`src/rtl/ps2_kbd_rx.sv`:
```
// PS/2 keyboard receiver: synchronise, glitch-filter, deframe and fold F0/E0 prefixes into key events.
// Optional frame watchdog enabled by defining PS2_WATCHDOG_EN.
module ps2_kbd_rx #(
  parameter int FILTER  = 8,
  parameter int TIMEOUT = 56750
) (
  input  logic       clock,
  input  logic       reset,
  input  logic       ps2Ck,
  input  logic       ps2D,
  output logic       strb,
  output logic       make,
  output logic [7:0] code,
  output logic       ext,
  output logic       err
);

  typedef enum logic [1:0] {IDLE, DATA, PARITY, STOP} state_t;

  logic [1:0]        ckSync_q, dSync_q;
  logic [FILTER-1:0] filt_q;
  logic              ckF_q, ckF_d;
  logic              fall_q, fall_d;
  logic              filtAllLo, filtAllHi, bitIn;

  state_t            state_q, state_d;
  logic [2:0]        cnt_q, cnt_d;
  logic [7:0]        sh_q, sh_d;
  logic              par_q, par_d;
  logic              brk_q, brk_d, ex_q, ex_d;
  logic [7:0]        code_q, code_d;
  logic              make_q, make_d, ext_q, ext_d;
  logic              strb_q, strb_d, err_q, err_d;

  assign filtAllLo = (filt_q == '0);
  assign filtAllHi = &filt_q;
  assign ckF_d     = filtAllLo ? 1'b0 : (filtAllHi ? 1'b1 : ckF_q);
  assign fall_d    = ckF_q & filtAllLo;
  assign bitIn     = dSync_q[1];

  // Front end resets to an idle-high line so no spurious fall follows reset.
  always_ff @(posedge clock or posedge reset) begin
    if (reset) begin
      ckSync_q <= 2'b11;
      dSync_q  <= 2'b11;
      filt_q   <= '1;
      ckF_q    <= 1'b1;
      fall_q   <= 1'b0;
    end else begin
      ckSync_q <= {ckSync_q[0], ps2Ck};
      dSync_q  <= {dSync_q[0], ps2D};
      filt_q   <= {filt_q[FILTER-2:0], ckSync_q[1]};
      ckF_q    <= ckF_d;
      fall_q   <= fall_d;
    end
  end

  always_ff @(posedge clock or posedge reset) begin
    if (reset) begin
      state_q <= IDLE;
      cnt_q   <= 3'd0;
      sh_q    <= 8'h00;
      par_q   <= 1'b0;
      brk_q   <= 1'b0;
      ex_q    <= 1'b0;
      code_q  <= 8'h00;
      make_q  <= 1'b0;
      ext_q   <= 1'b0;
      strb_q  <= 1'b0;
      err_q   <= 1'b0;
    end else begin
      state_q <= state_d;
      cnt_q   <= cnt_d;
      sh_q    <= sh_d;
      par_q   <= par_d;
      brk_q   <= brk_d;
      ex_q    <= ex_d;
      code_q  <= code_d;
      make_q  <= make_d;
      ext_q   <= ext_d;
      strb_q  <= strb_d;
      err_q   <= err_d;
    end
  end

`ifdef PS2_WATCHDOG_EN
  localparam logic [15:0] TimeoutVal = 16'(TIMEOUT);
  logic [15:0] wdog_q, wdog_d;

  assign wdog_d = (state_q == IDLE || fall_q) ? 16'd0 : wdog_q + 16'd1;

  always_ff @(posedge clock or posedge reset) begin
    if (reset) wdog_q <= 16'd0;
    else       wdog_q <= wdog_d;
  end
`endif

  always_comb begin
    state_d = state_q;
    cnt_d   = cnt_q;
    sh_d    = sh_q;
    par_d   = par_q;
    brk_d   = brk_q;
    ex_d    = ex_q;
    code_d  = code_q;
    make_d  = make_q;
    ext_d   = ext_q;
    strb_d  = 1'b0;
    err_d   = 1'b0;
    if (fall_q) begin
      unique case (state_q)
        IDLE: begin
          if (!bitIn) begin
            state_d = DATA;
            cnt_d   = 3'd0;
          end
        end
        DATA: begin
          sh_d  = {bitIn, sh_q[7:1]};
          cnt_d = cnt_q + 3'd1;
          if (cnt_q == 3'd7) state_d = PARITY;
        end
        PARITY: begin
          par_d   = bitIn;
          state_d = STOP;
        end
        STOP: begin
          state_d = IDLE;
          if (bitIn && (^{sh_q, par_q})) begin
            if (sh_q == 8'hF0)      brk_d = 1'b1;
            else if (sh_q == 8'hE0) ex_d  = 1'b1;
            else begin
              code_d = sh_q;
              make_d = !brk_q;
              ext_d  = ex_q;
              strb_d = 1'b1;
              brk_d  = 1'b0;
              ex_d   = 1'b0;
            end
          end else begin
            err_d = 1'b1;
            brk_d = 1'b0;
            ex_d  = 1'b0;
          end
        end
        default: state_d = IDLE;
      endcase
    end
`ifdef PS2_WATCHDOG_EN
    // A stalled frame is abandoned silently; a coincident fall takes precedence.
    else if (state_q != IDLE && wdog_q == TimeoutVal) begin
      state_d = IDLE;
      cnt_d   = 3'd0;
      brk_d   = 1'b0;
      ex_d    = 1'b0;
    end
`endif
  end

  assign strb = strb_q;
  assign make = make_q;
  assign code = code_q;
  assign ext  = ext_q;
  assign err  = err_q;

endmodule

```
`config.mk`:
```
export PLATFORM = sky130hd
export DESIGN_NAME = ps2_kbd_rx
export DESIGN_NICKNAME = d
export VERILOG_FILES = /design/src/rtl/ps2_kbd_rx.sv
export SDC_FILE = /design/constraint.sdc
export NUM_CORES = 1
export LEC_CHECK = 0
export ABC_CLOCK_PERIOD_IN_PS = 3500
export BUFFER_PORTS_ARGS = -buffer_cell sky130_fd_sc_hd__clkbuf_2
export CAP_MARGIN = 30
export CORE_MARGIN = 2
export CORE_UTILIZATION = 55
export CTS_BUF_LIST = sky130_fd_sc_hd__clkbuf_2
export DETAILED_ROUTE_END_ITERATION = 10
export HOLD_SLACK_MARGIN = 0.03
export MAX_ROUTING_LAYER = met4
export PLACE_DENSITY = 0.75
export SLEW_MARGIN = 40
export SYNTH_ARGS = -nofsm -noshare
export SYNTH_HDL_FRONTEND = slang
export SYNTH_SLANG_ARGS = --single-unit
export TNS_END_PERCENT = 10
```
`constraint.sdc`:
```
create_clock -name clock -period 3.5 [get_ports clock]
set_input_delay 0.175 -clock clock [delete_from_list [all_inputs] [get_ports clock]]
set_output_delay 0.175 -clock clock [all_outputs]
set_load 0.05 [all_outputs]
```
== After elaboration in Yosys (flattened, before gate mapping) ==
Index checks and enable logic that the tools add are counted.

* Register bits: 42
* Output and inout bits: 12
* Logic and storage cells: 66
* Bits of input ports: 4

* Bitwise gates (word level): 3
* Add/sub/neg operators: 1
* Equal/unequal tests: 10
* Reductions and logical operators: 15
* Muxes and demuxes: 21

{| class="wikitable"
|+ Operators by type and width
! cell !! count
|-
| $eq 8x8->1 const B || 2
|-
| $mux 1 || 16
|-
| $reduce_and 3->1 || 4
|-
| $reduce_xor 9->1 || 1
|-
| $logic_not 8->1 || 1
|-
| $pmux 2 s4 || 1
|-
| $reduce_and 8->1 || 1
|-
| $ne 2x2->1 const B || 3
|-
| $pmux 3 s2 || 1
|-
| $reduce_and 5->1 || 1
|-
| $eq 2x2->1 const B || 2
|-
| $mux 2 || 2
|-
| $reduce_and 2->1 || 2
|-
| $reduce_bool 2->1 || 2
|-
| $add 3x1->3 const B || 1
|-
| $eq 3x3->1 const B || 1
|-
| $mux 3 || 1
|-
| $ne 3x3->1 const B || 1
|-
| $eq 2x1->1 const B || 1
|-
| $logic_not 2->1 || 1
|-
| $not 1->1 || 2
|-
| $and 1x1->1 || 1
|-
| $logic_and 1x1->1 || 1
|-
| $logic_not 1->1 || 1
|}

== Longest topological paths before layout ==
* Depth in word-level cells: 6
* Gate-level depth with buffers: 6
* Gate-level depth less buffers: 6

== Worst setup path after synthesis ==
No wires, ideal clock.

* Path type: flip-flop to flip-flop
* From: register sh_q[2]
* To: register code_q[2] (netlist: code[2])
* Setup slack: 1.558 ns
* Stages on the path, launching flop included: 5
* Data arrival time: 1.818 ns
* Period minus slack after synthesis: 1.942 ns
* Path buffers: 0
* Required time: 3.375 ns
* Setup time: 0.125 ns
* Path through: dfrtp_1 > xnor3_1 > xnor3_2 > mux2i_4 > mux2_2

* Cells in the longest elaborated chain, start to end: 3

{| class="wikitable"
|+ Ends and longest elaborated chain
! element !! RTL line !! text
|-
| start: declaration || 28 || <nowiki>logic [7:0] sh_q, sh_d;</nowiki>
|-
| start signal: assignment || 62 || <nowiki>sh_q <= 8'h00;</nowiki>
|-
| start signal: assignment || 74 || <nowiki>sh_q <= sh_d;</nowiki>
|-
| $eq 8x8->1, or another cell as far along || 131 || <nowiki>else if (sh_q == 8'hE0) ex_d = 1'b1;</nowiki>
|-
| $not 1->1 (no source line) / $logic_and 1x1->1 (equally long branches) || -- ||
|-
| $reduce_and 5->1 (no source line) || -- ||
|-
| end signal: assignment || 78 || <nowiki>code_q <= code_d;</nowiki>
|-
| end: declaration || 31 || <nowiki>logic [7:0] code_q, code_d;</nowiki>
|}

Parallel ways exist; a longest one is shown, timed or not.
A chain may end at the register's enable or synchronous reset.

== Final worst setup path ==
* From: register sh_q[2]
* To: register code_q[4] (netlist: code[4])

* Cells in the longest elaborated chain, start to end: 3

{| class="wikitable"
|+ Ends and longest elaborated chain
! element !! RTL line
|-
| $eq 8x8->1, or another cell as far along || 131
|-
| $not 1->1 (no source line) / $logic_and 1x1->1 (equally long branches) || --
|-
| $reduce_and 5->1 (no source line) (*) || --
|}

Every way passes the cells marked *; elsewhere a longest branch is shown, timed or not.

==> metrics.txt <==
Most Crowded Layer GR=met2; setup tns final=0 ns; Worst Path Required=3.81 ns; Die Ht=just over 60 um; Root Driver=clkbuf_2; first-pass GRT wire length=4.84 mm; status=completed; Max-Cap Viols=0; antenna violations before repair=0; Layout Skew=0.0101 ns; Final Hold Vio Count=0; wire per inst=14.1 um; total gr overflow=0; depth of the CTS H-tree=2; met2 usage=29.3%; CTS tree=yes; Hold WS=0.355 ns; vias in the first global route=1110; Post-Syn Instances=127; CP Launch Type=register; Avg Cell Area, Syn=between 10 and 15 um^2; fmax=approximately 470 MHz; Main synth FF type=dfrtp_1; RSZ-0062 raised after global routing=no; delay-heaviest family, CP=multiplexers; post-route ant nets=0; Row Count=20; Buffers on Ports=15; fin nets=162; area share of the largest cell type after synthesis=41.2%; Sink Count=42; Max Buffers Root-to-Sink=2; initial core utilization=57.7%; worst path buffer plus inverter count=0; TritonCTS buffer count=5; slowest cell delay on critical path=0.45 ns; Worst-Margin Slew=0.627 ns; Seq. cell area=1070 um^2; Slew headroom=58.2%; Avg Vias per Cell=5.42; met1 usage=22.3%; Seq/Total Area, Yosys=60.5%; top-count cell post-synth=dfrtp_1; met3 Use GR=roughly 7.5%; Total Routing Usage GR=19.1%; I/O pin cnt=16; die width=~61 um; # fillers=around 250; Syn Nets=137; Hold WC Path Type=in2async; share of layout cells above drive strength 1=39.2%; final slew viol count=0; Peak VDD IR=about 0.32 mV; Netlist cell types=35; critical path type=reg2reg; Core ar.=3050 um^2; total number of vias=1067; # diodes=0; largest area contributor in the synthesized netlist=dfrtp_1; Yosys warning count=0; Syn Std Cell Area=between 1500 and 2000 um^2; critical path endpoint category=register; Pre-antenna DRT Iters=4; final wirelength=~2.8 mm; area grow syn2layout=13.2%; critical path data arrival time=2.45 ns; DRT iter0 DRCs=42; async set-or-reset flop fraction in the synthesized netlist=100%; PwrDens=403 nW/um^2; Final period util=61.1%; largest net degree at the start of global routing=26; #FFs+latches synth=42; leakage=0.000988 uW; clk_lat worst skew=0.40 ns; slowest CP cell=dfrtp_1; synth top area cells=dfrtp_1 41%, dfstp_2 19%, mux2_2 11%, ha_1 4.3%, o21ai_0 2.0%; hpwl dp=~2.0 mm; EDFF count, synth=0; Worst Path Max Fanout=9; post-layout util=65.4%; die area=3670 um^2; Worst-path clk slew=0.20 ns; Final Setup Violations=0; routability cong.=0.779; area of the multi-input gates=658 um^2; post-route minimum period=2.14 ns; commonest cells in the synthesized netlist=29 x dfrtp_1, 17 x mux2_2, 13 x dfstp_2, 9 x inv_1, 7 x o21ai_0; Cell Chain, Critical Path=xnor3_1 > xnor3_2 > mux2i_4 > mux2_2; DRC=0
==> where the power goes <==
part | internal, uW | switching [uW] | total (uW)
clock | 122 | 156 | 278
sequential | 501 | 5.76 | 507
combinational | 6.28 | 11.8 | 18.0
total | 630 | 174 | 803
==> flip-flops by register name, indices dropped and copies added (netlist names) <==
name and count:
brk_q 1, ckF_q 1, ckSync_q 2, cnt_q 3
code 8, dSync_q 2, err 1, ex_q 1
ext 1, fall_q 1, filt_q 8, make 1
par_q 1, sh_q 8, state_q 2, strb 1
==> logic make-up after synthesis <==
| family | count (synthesis) | synth area share [%] |
|---|---|---|
| muxes | 19 | 12.7 |
| DFF | 42 | 60.5 |
| adders and majority gates | 6 | 4.26 |
| AOI/OAI and AO/OA | 21 | 8.30 |
| buffers and inverters | 10 | 2.13 |
| xor gates and xnor gates | 6 | 4.61 |
| and+or+nand+nor | 23 | 7.45 |
==> through the flow <==
| stage | setup WS (ns) | instance area [um^2] | total power (uW) | std cells |
|---|---|---|---|---|
| finish | 1.36 | 2000 | 803 | 197 |
| global route | 1.23 | 2000 | 841 | 197 |
| CTS | 1.35 | 2000 | 815 | 197 |
| detailed placement | 1.38 | 1900 | 531 | 186 |
| global placement | 1.45 | 1900 | 530 | 186 |
| floorplan | 1.56 | 1760 | 523 | 127 |
==> worst reg2reg max path: cells and delay by family, from the launching register on <==
kind / cells / cell delay (ns)
xor gates and xnor gates: 2 / 0.78
muxes: 2 / 0.83
DFF: 1 / 0.45
==> layout by cell type, fill, tap and decap left out, types with 3 or more instances in the layout <==
cell           instances
clkbuf_2              20
inv_1                  9
dfrtp_1               29
nand2_1                6
dfstp_2               13
mux2_2                17
a21oi_1                3
ha_1                   6
dlygate4sd3_1          3
o21ai_0                7
==> path summary, 6_finish.rpt <==
path,startpoint,to,slack [ns],cells past startpoint
max,sh_q[2],code[4],1.36,4
min,reset,fall_q,0.35,3
max reg2reg,sh_q[2],code[4],1.36,4
min reg2reg,dSync_q[0],dSync_q[1],0.37,0
max in group asynchronous,reset,filt_q[0],2.36,4
min in group clock,dSync_q[0],dSync_q[1],0.37,0
==> final cells by class <==
class | count | share of cell area [%]
clock buffer | 5 | 1.25
clock inverter | 3 | 2.19
inverter | 9 | 1.69
multi-input combinational | 75 | 33.0
sequential | 42 | 53.5
tap | 44 | 2.76
timing repair buffer | 19 | 5.64
==> per-layer routing <==
metal  vias up  share of wire (%)
met5         -                  0
met4         0                1.9
met3         6                4.7
met2        29                 48
met1       527                 45
li1        505                  -
==> timing repair <==
item	4_1_cts	5_1_grt
endpoints found under the hold margin	9	0
setup endpoints to repair	0	0
hold buffers	3	0
resized for setup	0	0
buffers inserted	0	0
(Power assumes the default switching activity.)
